### config.mk
export PLATFORM = sky130hd
export DESIGN_NAME = pc_unit_rv32i
export DESIGN_NICKNAME = d
export VERILOG_FILES = /design/src/rtl/pc_unit_rv32i.sv
export SDC_FILE = /design/constraint.sdc
export NUM_CORES = 1
export LEC_CHECK = 0
export ABC_CLOCK_PERIOD_IN_PS = 2000
export BUFFER_PORTS_ARGS = -buffer_cell sky130_fd_sc_hd__buf_4
export CAP_MARGIN = 20
export CORE_MARGIN = 8
export CORE_UTILIZATION = 40
export DETAILED_ROUTE_END_ITERATION = 7
export PLACE_DENSITY = 0.66
export RECOVER_POWER = 25
export SLEW_MARGIN = 10
export SYNTH_ARGS = -nofsm -noshare
export SYNTH_HDL_FRONTEND = slang
export SYNTH_SLANG_ARGS = --single-unit
### constraint.sdc
create_clock -name clk -period 2 [get_ports clk]
set_input_delay 0.2 -clock clk [delete_from_list [all_inputs] [get_ports clk]]
set_output_delay 0.2 -clock clk [all_outputs]
set_load 0.02 [all_outputs]
### src/rtl/pc_unit_rv32i.sv
// -----------------------------------------------------------------------------
// pc_unit_rv32i
//   Program-counter unit for the RV32I datapath. It holds the PC register and
//   picks the next PC from: the trap vector, a redirect (branch/jump) target,
//   the held value (stall), or the sequential increment. It also flags
//   misaligned redirect targets, produces a fetch-valid strobe and counts PC
//   updates.
//
//   Optional feature macro: RVC_SUPPORT_EN
//     defined   : sequential step is 2 when half_step=1 (else 4); targets only
//                 need bit 0 clear.
//     undefined : half_step ignored, step fixed at 4; targets need [1:0]==0.
//
// Ports
//   clk         in   1      rising-edge clock
//   rst_n       in   1      asynchronous active-low reset
//   stall       in   1      hold PC (lower priority than redirect/trap)
//   redirect    in   1      taken branch/jump this cycle
//   target      in   XLEN   redirect destination
//   trap        in   1      trap request, highest priority
//   half_step   in   1      next sequential step is +2 (RVC builds only)
//   PCout       out  XLEN   current PC
//   PCoutPlus4  out  XLEN   PCout + step, combinational, wraps modulo 2^XLEN
//   pc_valid    out  1      PCout is a valid fetch address this cycle
//   misalign    out  1      one-cycle pulse: redirect target was rejected
//   adv_count   out  CNT_W  number of PC updates since reset (wraps)
// -----------------------------------------------------------------------------
module pc_unit_rv32i #(
   parameter int unsigned       XLEN         = 32,
   parameter logic [XLEN-1:0]   RESET_VECTOR = '0,
   parameter logic [XLEN-1:0]   TRAP_VECTOR  = XLEN'(32'h0000_0100),
   parameter int unsigned       CNT_W        = 32
) (
   input  logic             clk,
   input  logic             rst_n,
   input  logic             stall,
   input  logic             redirect,
   input  logic [XLEN-1:0]  target,
   input  logic             trap,
   input  logic             half_step,
   output logic [XLEN-1:0]  PCout,
   output logic [XLEN-1:0]  PCoutPlus4,
   output logic             pc_valid,
   output logic             misalign,
   output logic [CNT_W-1:0] adv_count
);

   // Low target bits that must be zero for a redirect to be accepted.
`ifdef RVC_SUPPORT_EN
   localparam logic [1:0] ALIGN_MASK = 2'b01;
`else
   localparam logic [1:0] ALIGN_MASK = 2'b11;
`endif

   // ST_LAUNCH: first edge after reset only raises pc_valid, the PC stays on
   // the reset vector so that address is fetched. ST_RUN: normal operation.
   typedef enum logic {
      ST_LAUNCH = 1'b0,
      ST_RUN    = 1'b1
   } state_t;

   state_t           state, state_next;
   logic [XLEN-1:0]  step;
   logic [XLEN-1:0]  pc_next;
   logic             valid_next;
   logic             misalign_next;
   logic [CNT_W-1:0] count_next;

   function automatic logic target_aligned(input logic [1:0] low_bits);
      return (low_bits & ALIGN_MASK) == 2'b00;
   endfunction

`ifdef RVC_SUPPORT_EN
   assign step = half_step ? XLEN'(2) : XLEN'(4);
`else
   logic unused_half_step;
   assign unused_half_step = half_step;
   assign step = XLEN'(4);
`endif

   assign PCoutPlus4 = PCout + step;

   // State register plus all registered outputs.
   always_ff @(posedge clk or negedge rst_n) begin
      if (!rst_n) begin
         state     <= ST_LAUNCH;
         PCout     <= RESET_VECTOR;
         pc_valid  <= 1'b0;
         misalign  <= 1'b0;
         adv_count <= '0;
      end else begin
         state     <= state_next;
         PCout     <= pc_next;
         pc_valid  <= valid_next;
         misalign  <= misalign_next;
         adv_count <= count_next;
      end
   end

   // Next-PC selection: trap > redirect > stall > sequential.
   always_comb begin
      state_next    = state;
      pc_next       = PCout;
      valid_next    = pc_valid;
      misalign_next = 1'b0;
      count_next    = adv_count;

      if (trap) begin
         // Trap wins outright; the target is ignored so no misalign pulse.
         pc_next    = TRAP_VECTOR;
         valid_next = 1'b0;
         count_next = adv_count + CNT_W'(1);
         state_next = ST_RUN;
      end else if (redirect) begin
         if (target_aligned(target[1:0])) begin
            pc_next    = target;
            valid_next = 1'b0;
            count_next = adv_count + CNT_W'(1);
            state_next = ST_RUN;
         end else begin
            // Rejected target: PC, valid and count all keep their values.
            misalign_next = 1'b1;
         end
      end else if (stall) begin
         // Everything held, including a pending bubble.
         state_next = state;
      end else if (state == ST_LAUNCH) begin
         valid_next = 1'b1;
         state_next = ST_RUN;
      end else begin
         pc_next    = PCout + step;
         valid_next = 1'b1;
         count_next = adv_count + CNT_W'(1);
      end
   end

endmodule

==> impl_metrics.csv <==
group,metric,value,unit
run_status,status,"finished with violations",
run_status,violations,"setup timing",
floorplanning,dieArea,13300,µm²
synthesis,yosysSeqAreaShare,0.424,
grt,antenna_found_initial,0,
synthesis,synthTopCellsByArea,"dfrtp_1 (42%), xnor2_1 (9.5%), nand2_1 (4.0%)",
finish,nNetsFinal,656,
routing,antenna_left,0,
sta,rsz0062_at_grt,"true",
clocking,clock-sinks,67,
sta,worstMarginPinSlew,1400,ps
floorplanning,die_h,115,µm
finish,syn2layout_area_growth,53.9,%
clocking,clock_latency,350,ps
clocking,cts_tree,"done",
clocking,clkSlewWorstSetupHoldPaths,80,ps
sta,slew_headroom,0.0642,
grt,grt_usage,0.194,
worst_setup_path,reg2reg_from,"PCout[7]$_DFFE_PN0P_",
synthesis,synth_flop_cell,"dfrtp_1",
hold_path,hp-class,"input pin to register",
clocking,cts_buffer_depth,2,
worst_setup_path,endpoint_kind,"output pin",
worst_setup_path,criticalPathCategory,"register to output pin",
synthesis,synth_area,3960,µm²
synthesis,ys.warnings.count,0,
clocking,clock-root-buffer,"clkbuf_8",
synthesis,syn_nets,452,
placed_design,numPortBuffers,134,
sta,drv_slew,0,
routing,drtIter0Drc,251,
sta,timing.fmax,0.460,GHz
sta,min_period,2170,ps
synthesis,netlist_instances,412,
floorplanning,io_pins,136,
synthesis,synth_enable_flop_cells,0,
synthesis,ys_async_sr_fraction,1.00,
placed_design,routabilityCongestion,0.863,
synthesis,synth-seq-cells,67,
worst_setup_path,crit_top_cell,"buf_4",
clocking,cts_buffers,9,
synthesis,synth_most_common_cell,"dfrtp_1",
sta,setup_slack,-172,ps
worst_setup_path,path_buf_inv,3,
sta,finalCritPeriodShare,1.09,
floorplanning,fp.dieW,115,µm
grt,grt_pass1_vias,4077,
worst_setup_path,cp-start-kind,"register",
pwr,vdd_drop_max,0.493,mV
routing,wl,12900,µm
floorplanning,start_util,0.409,
routing,viasPerCell,5.33,
worst_setup_path,cp_top_family,"simple AND/OR/NAND/NOR gates",
finish,layout-drive-gt1-share,0.440,
pwr,powerDensity,668,nW/µm²
routing,firstDrtPassIters,4,
floorplanning,row_count,36,
grt,grt_max_degree,63,
placed_design,preCtsSetupSlack,53.8,ps
routing,vias,4020,
worst_setup_path,crit_chain,"nand4_1, buf_4, nor3_4, buf_6, nand4b_1, xnor2_1, buf_4",
sta,finClkSkew,11.4,ps
synthesis,ys_types,52,
synthesis,avgSynthCellArea,9.61,µm²
worst_setup_path,worstRegToRegCells,8,
worst_setup_path,r2r_end,"PCout[25]$_DFFE_PN0P_",
grt,grt_pass1_wl,20600,µm
synthesis,synth_top_area_cell,"dfrtp_1",
sta,setup_viol,22,
worst_setup_path,cp_slowest_stage_delay,430,ps
clocking,htree_levels,3,
placed_design,hpwl,9200,µm
hold_path,worstHoldEndpoint,"PCout[24]$_DFFE_PN0P_",
worst_setup_path,r2r_slack,-70,ps
grt,grt_remaining_overflow,0,
worst_setup_path,crit_arrival,1970,ps
finish,diodes,0,
worst_setup_path,slowest_stage,"dfrtp_1",
hold_path,hold_depth,3,
worst_setup_path,crit_required,1800,ps
floorplanning,core-area,9680,µm²
pwr,total_power,4.07,mW
hold_path,hp-start,"target[24]",
sta,final_hold_viol_count,0,
routing,drc_errors,0,
routing,wl_per_cell,17.1,µm
run,drv_cap,0,
pwr,p_leak,3.01,nW
synthesis,netlist.area_leader.share,0.424,
sta,whs,66.6,ps
synthesis,synthTopCellsByCount,"dfrtp_1 (67), xnor2_1 (43), nand2_1 (42), nand3_1 (29), nor2_1 (28)",
worst_setup_path,cp_max_fo,3,
==> flip-flops by register name (all words and copies together) (netlist names) <==
| name | count |
|---|---|
| PCout | 32 |
| adv_count | 32 |
| misalign | 1 |
| pc_valid | 1 |
| state | 1 |
==> worst min-delay path: stages <==
cell,delay (ps)
buf_4,70
nand2_1,40
o311ai_1,60
==> power by group <==
group	total (mW)	internal, mW	switching [mW]
sequential	1.63	1.47	0.156
combinational	1.01	0.450	0.563
clock	1.43	0.865	0.563
total	4.07	2.79	1.28
==> logic make-up (layout without fill, tap and decap cells) <==
family | Yosys count | after routing | share of synthesized area
simple gates | 177 | 178 | 0.260
buf+inv | 31 | 239 | 0.0395
compound gates | 68 | 68 | 0.118
fa+ha+maj | 2 | 2 | 0.00632
mux | 8 | 8 | 0.0202
flops | 67 | 67 | 0.424
xor+xnor | 59 | 59 | 0.132
==> layer usage <==
layer	vias to the layer above	routed length, µm	GRT usage
met2	124	6230	0.313
met4	0	321	0.0893
li1	1885	-	-
met5	-	0	0
met3	23	765	0.0412
met1	1988	5550	0.243
==> per-stage QoR <==
step	utilization	cells	setup TNS (ps)	instance area, µm²
after CTS	0.607	738	-1770	5880
final	0.629	754	-2040	6090
after floorplan	-	412	-48.0	4000
after detailed placement	0.553	697	0	5350
after global placement	0.553	697	0	5350
after global routing	0.629	754	-4370	6090
==> how the worst max path moves through the flow <==
stage / startpoint / end / slack, ps / cells past startpoint
2_1_floorplan: PCout[3]$_DFFE_PN0P_ / PCout[12]$_DFFE_PN0P_ / -50 / 7
3_3_place_gp: PCout[3]$_DFFE_PN0P_ / PCoutPlus4[22] / 90 / 7
3_5_place_dp: PCout[3]$_DFFE_PN0P_ / PCoutPlus4[22] / 50 / 7
4_1_cts: PCout[3]$_DFFE_PN0P_ / PCoutPlus4[16] / -160 / 7
5_1_grt: PCout[7]$_DFFE_PN0P_ / PCoutPlus4[29] / -260 / 6
6_report: PCout[13]$_DFFE_PN0P_ / PCoutPlus4[30] / -170 / 7
==> timing repair <==
action / CTS / global route
resized for setup: 19 / 27
pin swaps: 16 / 22
endpoints found under the setup margin: 23 / 35
setup buffers: 23 / 16
hold buffers: 1 / 0
endpoints found under the hold margin: 61 / 0
gates cloned: 1 / 0
==> area by class of cell <==
cell class                 instances  area (µm²)
sequential                        67        1680
tap                              133         166
inverter                           8        30.0
clock inverter                     6         111
clock buffer                      10         138
fill                             808        3590
timing repair buffer             215        1610
multi-input combinational        315        2350
==> layout by cell type, fill, tap and decap left out, types with 5 or more instances in the layout <==
cell type,Yosys,routed
xnor2_1,43,36
xnor2_2,1,8
nand4_1,15,15
clkbuf_8,0,10
a221o_1,6,6
nand2_1,42,40
nor4_4,4,5
a21o_1,7,7
buf_4,3,192
xor2_1,15,12
nor3_2,3,6
a21oi_1,11,11
nand3_1,29,23
a22oi_1,7,7
dfrtp_2,0,6
nor3_1,11,7
inv_1,8,8
and3_1,11,11
and4_1,5,5
mux2i_1,8,8
nor2_1,28,26
buf_6,2,10
o21ai_0,19,18
dfrtp_1,67,61
clkbuf_1,6,11
No activity file was read; power rests on OpenSTA's default activity.
